**config.mk**
```make
export PLATFORM = sky130hd
export DESIGN_NAME = bcd_to_binary_flat
export DESIGN_NICKNAME = d
export VERILOG_FILES = /design/src/rtl/bcd_to_binary_if.sv /design/src/rtl/bcd_to_binary.sv /design/src/flat_wrapper.sv
export SDC_FILE = /design/constraint.sdc
export NUM_CORES = 1
export LEC_CHECK = 0
export CAP_MARGIN = 25
export CORE_AREA = 5 5 112 114
export CTS_CLUSTER_DIAMETER = 120
export DETAILED_ROUTE_END_ITERATION = 8
export DIE_AREA = 0 0 117 119
export PLACE_DENSITY = 0.71
export SLEW_MARGIN = 40
export SYNTH_ARGS = -nofsm -noshare
export SYNTH_HDL_FRONTEND = slang
export SYNTH_SLANG_ARGS = --single-unit
```
**constraint.sdc**
```tcl
create_clock -name clk -period 2.2 [get_ports clk]
set_input_delay 0.55 -clock clk [delete_from_list [all_inputs] [get_ports clk]]
set_output_delay 0.55 -clock clk [all_outputs]
set_load 0.1 [all_outputs]
```
**src/rtl/bcd_to_binary_if.sv**
```systemverilog
// bcd_to_binary_if: start/ready/done handshake plus BCD operand and binary result
// for the bcd_to_binary converter.
interface bcd_to_binary_if #(
   parameter int N_DIGITS  = 8,
   parameter int BIN_WIDTH = 26
);
   logic                 start;
   logic [3:0]           BCD_value [N_DIGITS-1:0];
   logic [BIN_WIDTH-1:0] binary_value;
   logic                 ready;
   logic                 done;
   logic                 overflow;
   logic                 error;
   modport master (output start, BCD_value, input binary_value, ready, done, overflow, error);
   modport slave  (input start, BCD_value, output binary_value, ready, done, overflow, error);
endinterface

```
**src/rtl/bcd_to_binary.sv**
```systemverilog
// bcd_to_binary: sequential reverse double-dabble packed-BCD to binary converter.
// Define BCD_DIGIT_CHECK_EN to reject digits > 9 with error instead of converting them.
module bcd_to_binary #(
   parameter int N_DIGITS  = 8,
   parameter int BIN_WIDTH = 26
) (
   input logic             clk,
   input logic             rstN,
   bcd_to_binary_if.slave  bus
);
   function automatic int calc_shifts(int n);
      longint unsigned p = 1;
      int s = 0;
      for (int i = 0; i < n; i++) p = p * 10;
      while ((64'd1 << s) < p) s++;
      return s;
   endfunction
   localparam int SHIFTS = calc_shifts(N_DIGITS);
   localparam int BW     = N_DIGITS * 4;
   localparam int CW     = $clog2(SHIFTS);
   localparam int W      = SHIFTS > BIN_WIDTH ? SHIFTS : BIN_WIDTH;
   typedef enum logic [1:0] {IDLE, SHIFT, DONE} state_t;
   state_t          state, state_nx;
   logic            start_q, trig, bad, last;
   logic [BW-1:0]   bcd, bcd_in, bcd_rs, bcd_sh;
   logic [SHIFTS-1:0] acc, acc_sh;
   logic [W-1:0]    acc_w;
   logic [CW-1:0]   cnt;
   always_comb begin
      bcd_in = '0;
      for (int i = 0; i < N_DIGITS; i++) bcd_in[4*i +: 4] = bus.BCD_value[i];
   end
`ifdef BCD_DIGIT_CHECK_EN
   always_comb begin
      bad = 1'b0;
      for (int i = 0; i < N_DIGITS; i++) bad |= bus.BCD_value[i] > 4'd9;
   end
`else
   assign bad = 1'b0;
`endif
   // One reverse double-dabble step: shift right, then correct every digit that reached 8+.
   always_comb begin
      acc_sh = {bcd[0], acc[SHIFTS-1:1]};
      bcd_rs = bcd >> 1;
      bcd_sh = '0;
      for (int i = 0; i < N_DIGITS; i++)
         bcd_sh[4*i +: 4] = bcd_rs[4*i +: 4] >= 4'd8 ? bcd_rs[4*i +: 4] - 4'd3 : bcd_rs[4*i +: 4];
   end
   assign acc_w = W'(acc_sh);
   assign trig  = bus.start && !start_q && state == IDLE;
   assign last  = cnt == CW'(SHIFTS - 1);
   always_comb begin
      state_nx = state;
      case (state)
         IDLE:    state_nx = trig ? (bad ? DONE : SHIFT) : IDLE;
         SHIFT:   state_nx = last ? DONE : SHIFT;
         default: state_nx = IDLE;
      endcase
   end
   always_ff @(posedge clk or negedge rstN) begin
      if (!rstN) begin
         state            <= IDLE;
         start_q          <= 1'b1;
         bcd              <= '0;
         acc              <= '0;
         cnt              <= '0;
         bus.binary_value <= '0;
         bus.overflow     <= 1'b0;
         bus.error        <= 1'b0;
      end else begin
         state   <= state_nx;
         start_q <= bus.start;
         if (trig) begin
            bcd <= bcd_in;
            acc <= '0;
            cnt <= '0;
         end else if (state == SHIFT) begin
            bcd <= bcd_sh;
            acc <= acc_sh;
            cnt <= cnt + 1'b1;
         end
         if (state == SHIFT && last) begin
            bus.binary_value <= acc_w[BIN_WIDTH-1:0];
            bus.overflow     <= |(acc_w >> BIN_WIDTH);
            bus.error        <= 1'b0;
         end else if (trig && bad) begin
            bus.binary_value <= '0;
            bus.overflow     <= 1'b0;
            bus.error        <= 1'b1;
         end
      end
   end
   assign bus.ready = state == IDLE;
   assign bus.done  = state == DONE;
endmodule

```
**src/flat_wrapper.sv**
```systemverilog
// flat-port wrapper written by rule: the top's interface ports become plain ports
module bcd_to_binary_flat 
#(
   parameter int N_DIGITS  = 8,
   parameter int BIN_WIDTH = 26
)
  (clk, rstN, bus_start, bus_BCD_value, bus_binary_value, bus_ready, bus_done, bus_overflow, bus_error);
  bcd_to_binary_if #(.N_DIGITS(N_DIGITS), .BIN_WIDTH(BIN_WIDTH)) bus_i ();
  input logic clk;
  input logic rstN;
  input wire logic [$bits(bus_i.start)-1:0] bus_start;
  input wire logic [$bits(bus_i.BCD_value)-1:0] bus_BCD_value;
  output wire logic [$bits(bus_i.binary_value)-1:0] bus_binary_value;
  output wire logic [$bits(bus_i.ready)-1:0] bus_ready;
  output wire logic [$bits(bus_i.done)-1:0] bus_done;
  output wire logic [$bits(bus_i.overflow)-1:0] bus_overflow;
  output wire logic [$bits(bus_i.error)-1:0] bus_error;
  assign bus_i.start = bus_start;
  assign bus_i.BCD_value = {>>{bus_BCD_value}};
  assign bus_binary_value = bus_i.binary_value;
  assign bus_ready = bus_i.ready;
  assign bus_done = bus_i.done;
  assign bus_overflow = bus_i.overflow;
  assign bus_error = bus_i.error;
  bcd_to_binary #(.N_DIGITS(N_DIGITS), .BIN_WIDTH(BIN_WIDTH)) u_core (.clk(clk), .rstN(rstN), .bus(bus_i));
endmodule
```
==> results of run 1 <==
registers in the layout, indices dropped and copies added (netlist names):
| name | count |
|---|---|
| u_core.start_q | 1 |
| u_core.acc | 26 |
| u_core.cnt | 5 |
| u_core.bus.binary_value | 26 |
| u_core.state | 2 |
| u_core.bcd | 32 |
| u_core.bus.overflow | 1 |
layer usage:
metal  vias to the layer above  part of all wire (%)  track usage [%]  wire length (um)
li1                       1548                     -                -                 -
met1                      1503                    48             18.7              4230
met2                        71                    45             19.4              3960
met3                        14                   5.5             3.40               486
met4                         0                   2.1             6.02               184
met5                         -                     0                0                 0
stage by stage:
stage / worst slack, ps / instance area [um2] / setup TNS [ps]
2_1_floorplan: 387 / 4420 / 0
3_3_place_gp: -29.0 / 5150 / -517
3_5_place_dp: -59.0 / 5150 / -1500
4_1_cts: 296 / 5450 / 0
5_1_grt: 232 / 5450 / 0
6_report: 290 / 5450 / 0
synth_stat cells, types with 3 or more instances:
master	number
buf_2	8
a22oi_1	3
ha_1	16
clkbuf_1	9
mux2_4	19
nor2_1	8
xnor2_1	7
a31oi_1	7
buf_6	5
nor2b_1	9
o211a_1	7
o21ai_1	12
nand3_1	39
mux2_2	8
nand2_1	95
dfrtp_1	92
o211ai_1	7
xor2_1	7
o21ai_0	33
inv_1	15
cell families after synthesis:
family / after synthesis / share of synthesized area, %
flops: 93 / 52.7
buf+inv: 43 / 5.41
fa+ha+maj: 16 / 4.53
simple gates: 158 / 15.8
other cells: 1 / 0.0849
xor+xnor: 14 / 2.77
mux: 29 / 8.95
compound gates: 72 / 9.77
how the worst min path moves through the flow:
| stage | from | end | slack (ps) |
|---|---|---|---|
| 2_1_floorplan | rstN | u_core.acc[10] | 250 |
| 3_3_place_gp | u_core.cnt[4] | u_core.cnt[4] | 460 |
| 3_5_place_dp | u_core.cnt[4] | u_core.cnt[4] | 460 |
| 4_1_cts | rstN | u_core.bus.binary_value[16] | 190 |
| 5_1_grt | rstN | u_core.acc[10] | 220 |
| 6_report | rstN | u_core.bus.binary_value[10] | 170 |
cell type report:
| type | instances | area (um2) |
|---|---|---|
| fillers | 1040 | 5870 |
| flip-flops and latches | 93 | 2330 |
| multi-input cells | 290 | 1880 |
| repair buffers | 72 | 711 |
| clock buffers | 11 | 243 |
| well taps | 143 | 179 |
| clock inverters | 5 | 58.8 |
| inverters | 15 | 56.3 |
worst max-delay path: stages:
cell	delay [ps]
clkdlybuf4s50_1	490
or4b_2	660
buf_12	210
o21ai_0	90
o21ai_0	100
==> flow_metrics.env, run 1 <==
export IMPL_outcome="complete, no violations"
export IMPL_cts_htree_levels=3
export IMPL_rows=39
export IMPL_ctsLongestPathBuffers=2
export IMPL_track_usage_pct=13.4
export IMPL_drt_total_wl_um=8860
export IMPL_cts_root_buf="clkbuf_16"
export IMPL_fmax_mhz=524
export IMPL_cts_resized_gates=0
export IMPL_num_vias=3136
export IMPL_r2r_end="u_core.bus.binary_value[5]"
export IMPL_ys_flop_type="dfrtp_1"
export IMPL_n_antenna_cell=0
export IMPL_post_route_drc_count=0
export IMPL_finalMaxSlewViolations=0
export IMPL_grt_pass1_wl_um=14700
export IMPL_maxSlewHeadroom_pct=60.5
export IMPL_cts_made_buffers=9
export IMPL_arrival_ps=2130
export IMPL_ant_nets=0
export IMPL_final_cell_mix="nand2_1 (95), dfrtp_1 (92), nand3_1 (39)"
export IMPL_portBuffers=63
export IMPL_insertion_delay_ps=350
export IMPL_synth_async_reset_ratio_pct=100
export IMPL_initial_core_util_pct=39.0
export IMPL_post_route_min_period_ps=1910
export IMPL_crit_start="bus_start"
export IMPL_die_x_um=117
export IMPL_cp_max_fo=44
export IMPL_finClkSkew_ps=9.11
export IMPL_synth_top_area_share_pct=52.1
export IMPL_synth_area_leaders="dfrtp_1 (52%), nand2_1 (8.1%), mux2_4 (6.5%), ha_1 (4.5%), nand3_1 (4.4%)"
export IMPL_drt_pass1_iterations=4
export IMPL_die_h_um=119
export IMPL_postCtsHoldBufs=0
export IMPL_hold_violations=0
export IMPL_drt_initial_drc_count=173
export IMPL_rsz0062_at_grt="no"
export IMPL_rrSetupSlack_ps=390
export IMPL_reg2reg_depth=6
export IMPL_critical_path_class="in -> reg"
export IMPL_worst_setup_path_end_kind="flop"
export IMPL_worstPathRequired_ps=2420
export IMPL_startpoint_type="primary input"
export IMPL_ys_warn_count=0
export IMPL_grt_max_degree=61
export IMPL_layout_commonest_cell="nand2_1"
export IMPL_hp_class="in -> async"
export IMPL_dpl_hpwl_um=5770
export IMPL_endpoint="u_core.bcd[8]"
export IMPL_fin_hold_ws_ps=173
export IMPL_wl_per_cell_um=14.1
export IMPL_cts_sinks=93
export IMPL_final_period_utilization_pct=86.8
export IMPL_die_area_um2=13900
export IMPL_io_pins=65
export IMPL_finalSetupViolCount=0
export IMPL_fin_cells=629
export IMPL_ys_ff_latch=93
export IMPL_placedCellCount=613
export IMPL_netlist_top_cell_by_area="dfrtp_1"
export IMPL_synthesis_area_um2=4420
export IMPL_worstMarginPinSlew_ps=592
export IMPL_r2r_start="u_core.cnt[0]"
export IMPL_antenna_found_initial=0
export IMPL_postLayoutCoreUtil_pct=48.2
export IMPL_routed_via_density=4.99
export IMPL_drive_gt1_share_pct=18.3
export IMPL_first_global_vias=2968
export IMPL_yosysUniqueCellTypes=34
export IMPL_overflow=0
export IMPL_avgSynthCellArea_um2=10.4
export IMPL_cts_tree="done"
export IMPL_cts_setup_buffers=0
export IMPL_syn_to_final_growth_pct=23.4
export IMPL_syn_nets=477
export IMPL_synth_edf_count=0
export IMPL_final_nets=532
export IMPL_core_area_um2=11300
export IMPL_gp_routability_congestion=0.727
export IMPL_yosysSeqAreaShare_pct=52.7
export IMPL_synthCells=426
export IMPL_path_clk_slew_ps=60
export IMPL_drv_cap=0
Power of run 1 is not shown: default switching activity piles up to over one toggle a cycle in this logic, so the estimate is an artifact.
==> run 2, diff against run 1 <==
Settings changed: ABC_AREA set to 1, CORE_AREA 5 5 112 114 to 5 5 116 118, DIE_AREA 0 0 117 119 to 0 0 121 123, PLACE_DENSITY 0.71 to 0.7.
==> run 2 against run 1 <==
Against the previous run: count of clock-buffer cells in the layout is 1 lower; first-iteration DRC count increased by 51%; via count up 26%; highest routed layer unchanged.
==> flow_metrics.env, run 2 <==
export IMPL_post_route_drc_count=0
export IMPL_cts_resized_gates=0
export IMPL_synth_most_common_cell="nand2_1"
export IMPL_power_density_nw_per_um2=1530
export IMPL_first_global_vias=3937
export IMPL_worstPathCellList="nor2_4 > buf_12"
export IMPL_num_vias=3937
export IMPL_max_stage_delay_ps=460
export IMPL_postCtsHoldBufs=0
export IMPL_largest_register_ffs=32
export IMPL_grt_pass1_wl_um=18000
export IMPL_rows=41
export IMPL_final_cell_area_um2=5820
export IMPL_track_usage_pct=14.9
export IMPL_finalMaxSlewViolations=0
export IMPL_ant_nets=0
export IMPL_routed_via_density=4.94
export IMPL_cpMaxStageDelayCell="dfrtp_1"
export IMPL_n_antenna_cell=0
export IMPL_ys_warn_count=0
export IMPL_pre_cts_ws_ps=126
export IMPL_startpoint_type="flop"
export IMPL_cellLeakagePower_nw=2.83
export IMPL_cts_made_buffers=9
export IMPL_portBuffers=63
export IMPL_critical_path_class="reg -> out"
export IMPL_finClkSkew_ps=6.90
export IMPL_post_route_min_period_ps=1980
export IMPL_synth_area_leaders="dfrtp_1 (48%), nand2_1 (12%), nand3_1 (9.6%), inv_1 (5.3%), ha_1 (4.2%)"
export IMPL_cts_setup_buffers=0
export IMPL_cts_sinks=93
export IMPL_critPathTopFamily="flip-flops"
export IMPL_synth_async_reset_ratio_pct=100
export IMPL_final_nets=671
export IMPL_worstPathRequired_ps=1650
export IMPL_layout_commonest_cell="nand2_1"
export IMPL_die_h_um=123
export IMPL_synthCells=568
export IMPL_worst_setup_path_end_kind="primary output"
export IMPL_fillers=1195
export IMPL_ctsLongestPathBuffers=2
export IMPL_reg_top3="u_core.bcd: 32 flops, u_core.acc: 26 flops, u_core.bus.binary_value: 26 flops"
export IMPL_cts_root_buf="clkbuf_16"
export IMPL_initial_core_util_pct=38.6
export IMPL_wl_per_cell_um=13.4
export IMPL_yosysUniqueCellTypes=27
export IMPL_synth_edf_count=0
export IMPL_drv_cap=0
export IMPL_placed_area_um2=5510
export IMPL_io_pins=65
export IMPL_setup_ws_ps=216
export IMPL_hold_violations=0
export IMPL_setup_tns_final_ps=0
export IMPL_synthesis_area_um2=4770
export IMPL_avgSynthCellArea_um2=8.41
export IMPL_yosysSeqAreaShare_pct=48.8
export IMPL_rsz0062_at_grt="no"
export IMPL_overflow=0
export IMPL_syn_nets=619
export IMPL_ys_flop_type="dfrtp_1"
export IMPL_hp_class="in -> async"
export IMPL_arrival_ps=1430
export IMPL_ys_ff_latch=93
export IMPL_synthTopCellsByCount="nand2_1 (156), dfrtp_1 (92), nand3_1 (92), inv_1 (67), o21ai_0 (39)"
export IMPL_insertion_delay_ps=340
export IMPL_cp_max_fo=12
export IMPL_drt_pass1_iterations=4
export IMPL_cts_tree="done"
export IMPL_drt_initial_drc_count=262
export IMPL_top_register="u_core.bcd"
export IMPL_final_period_utilization_pct=90.2
export IMPL_path_clk_slew_ps=60
export IMPL_die_x_um=121
export IMPL_dpl_hpwl_um=7360
export IMPL_fmax_mhz=504
export IMPL_drive_gt1_share_pct=12.6
export IMPL_outcome="complete, no violations"
export IMPL_crit_buf_inv=1
export IMPL_final_cell_mix="nand2_1 (156), nand3_1 (92), dfrtp_1 (92)"
export IMPL_die_area_um2=14900
export IMPL_synth_top_area_share_pct=48.2
export IMPL_finalSetupViolCount=0
export IMPL_vdd_drop_max_v=0.000618
export IMPL_drt_total_wl_um=10700
export IMPL_syn_to_final_growth_pct=21.9
export IMPL_antenna_found_initial=0
export IMPL_netlist_top_cell_by_area="dfrtp_1"
export IMPL_cts_htree_levels=3
export IMPL_core_area_um2=12400
export IMPL_grt_max_degree=67
export IMPL_gp_routability_congestion=0.786
==> run 2: changes by cell type in the layout (fill, tap and decap cells not counted), moves of 7 or more <==
cell      change
xor2_1        -7
inv_1        +52
o22ai_1      +15
mux2_2        -8
nand3_1      +53
nor2b_1       -7
a31oi_1       -7
o211a_1       -7
o22ai_2      +10
mux2_4       -19
xnor2_1       -7
o21ai_1       -8
nand2_1      +61
nand3b_1     +22
==> run 2: path summary, 6_finish.rpt <==
path | startpoint | endpoint | slack [ps] | cells past startpoint
worst max-delay path | u_core.state[0] | bus_ready | 220 | 2
worst min-delay path | rstN | u_core.acc[17] | 170 | 1
worst max register to register | u_core.state[0] | u_core.bcd[10] | 500 | 6
worst min register to register | u_core.acc[3] | u_core.bus.binary_value[2] | 480 | 2
max in group asynchronous | rstN | u_core.bcd[2] | 1400 | 2
min in group clk | u_core.acc[3] | u_core.bus.binary_value[2] | 480 | 2
==> run 2: cell type report <==
type                       instances  area, um2  share of cell area [%]
clock buffer                      10        239                    4.11
clock inverter                     6       70.1                    1.20
inverter                          69        259                    4.45
multi-input combinational        372       1970                    33.9
sequential                        93       2330                    40.0
tap                              172        215                    3.70
timing repair buffer              75        733                    12.6
==> run 2: through the flow <==
stage                     utilization (%)  hold slack, ps  std cells  power (mW)
after floorplan                         -             254        568        6.35
after global placement               44.6             461        781        7.18
after detailed placement             44.6             463        781        7.39
after CTS                            47.1             170        797        9.00
after global routing                 47.1             198        797        9.59
final                                47.1             167        797        8.91
==> run 2: layer usage <==
layer  up-vias  track usage (%)  share of wire, %
met5         -                0                 0
met2        68             25.7                52
met1      1900             18.1                43
met4         0             7.58               2.2
li1       1952                -                 -
met3        17             2.33               3.0
==> run 2: logic make-up (layout without fill, tap and decap cells) <==
family	after synthesis	in the layout	share of synthesized area, %
adders and majority gates	16	16	4.19
buffers and inverters	103	160	9.96
other	1	1	0.0785
and+or+nand+nor	280	280	27.1
AOI/OAI and AO/OA	75	75	9.93
DFF	93	93	48.8
==> run 2: report_power, final <==
part | switching, mW | total, mW | internal [mW]
combinational | 3.07 | 4.38 | 1.31
sequential | 0.541 | 2.95 | 2.40
clock | 0.667 | 1.59 | 0.920
total | 4.28 | 8.91 | 4.63
(Power assumes the default switching activity.)
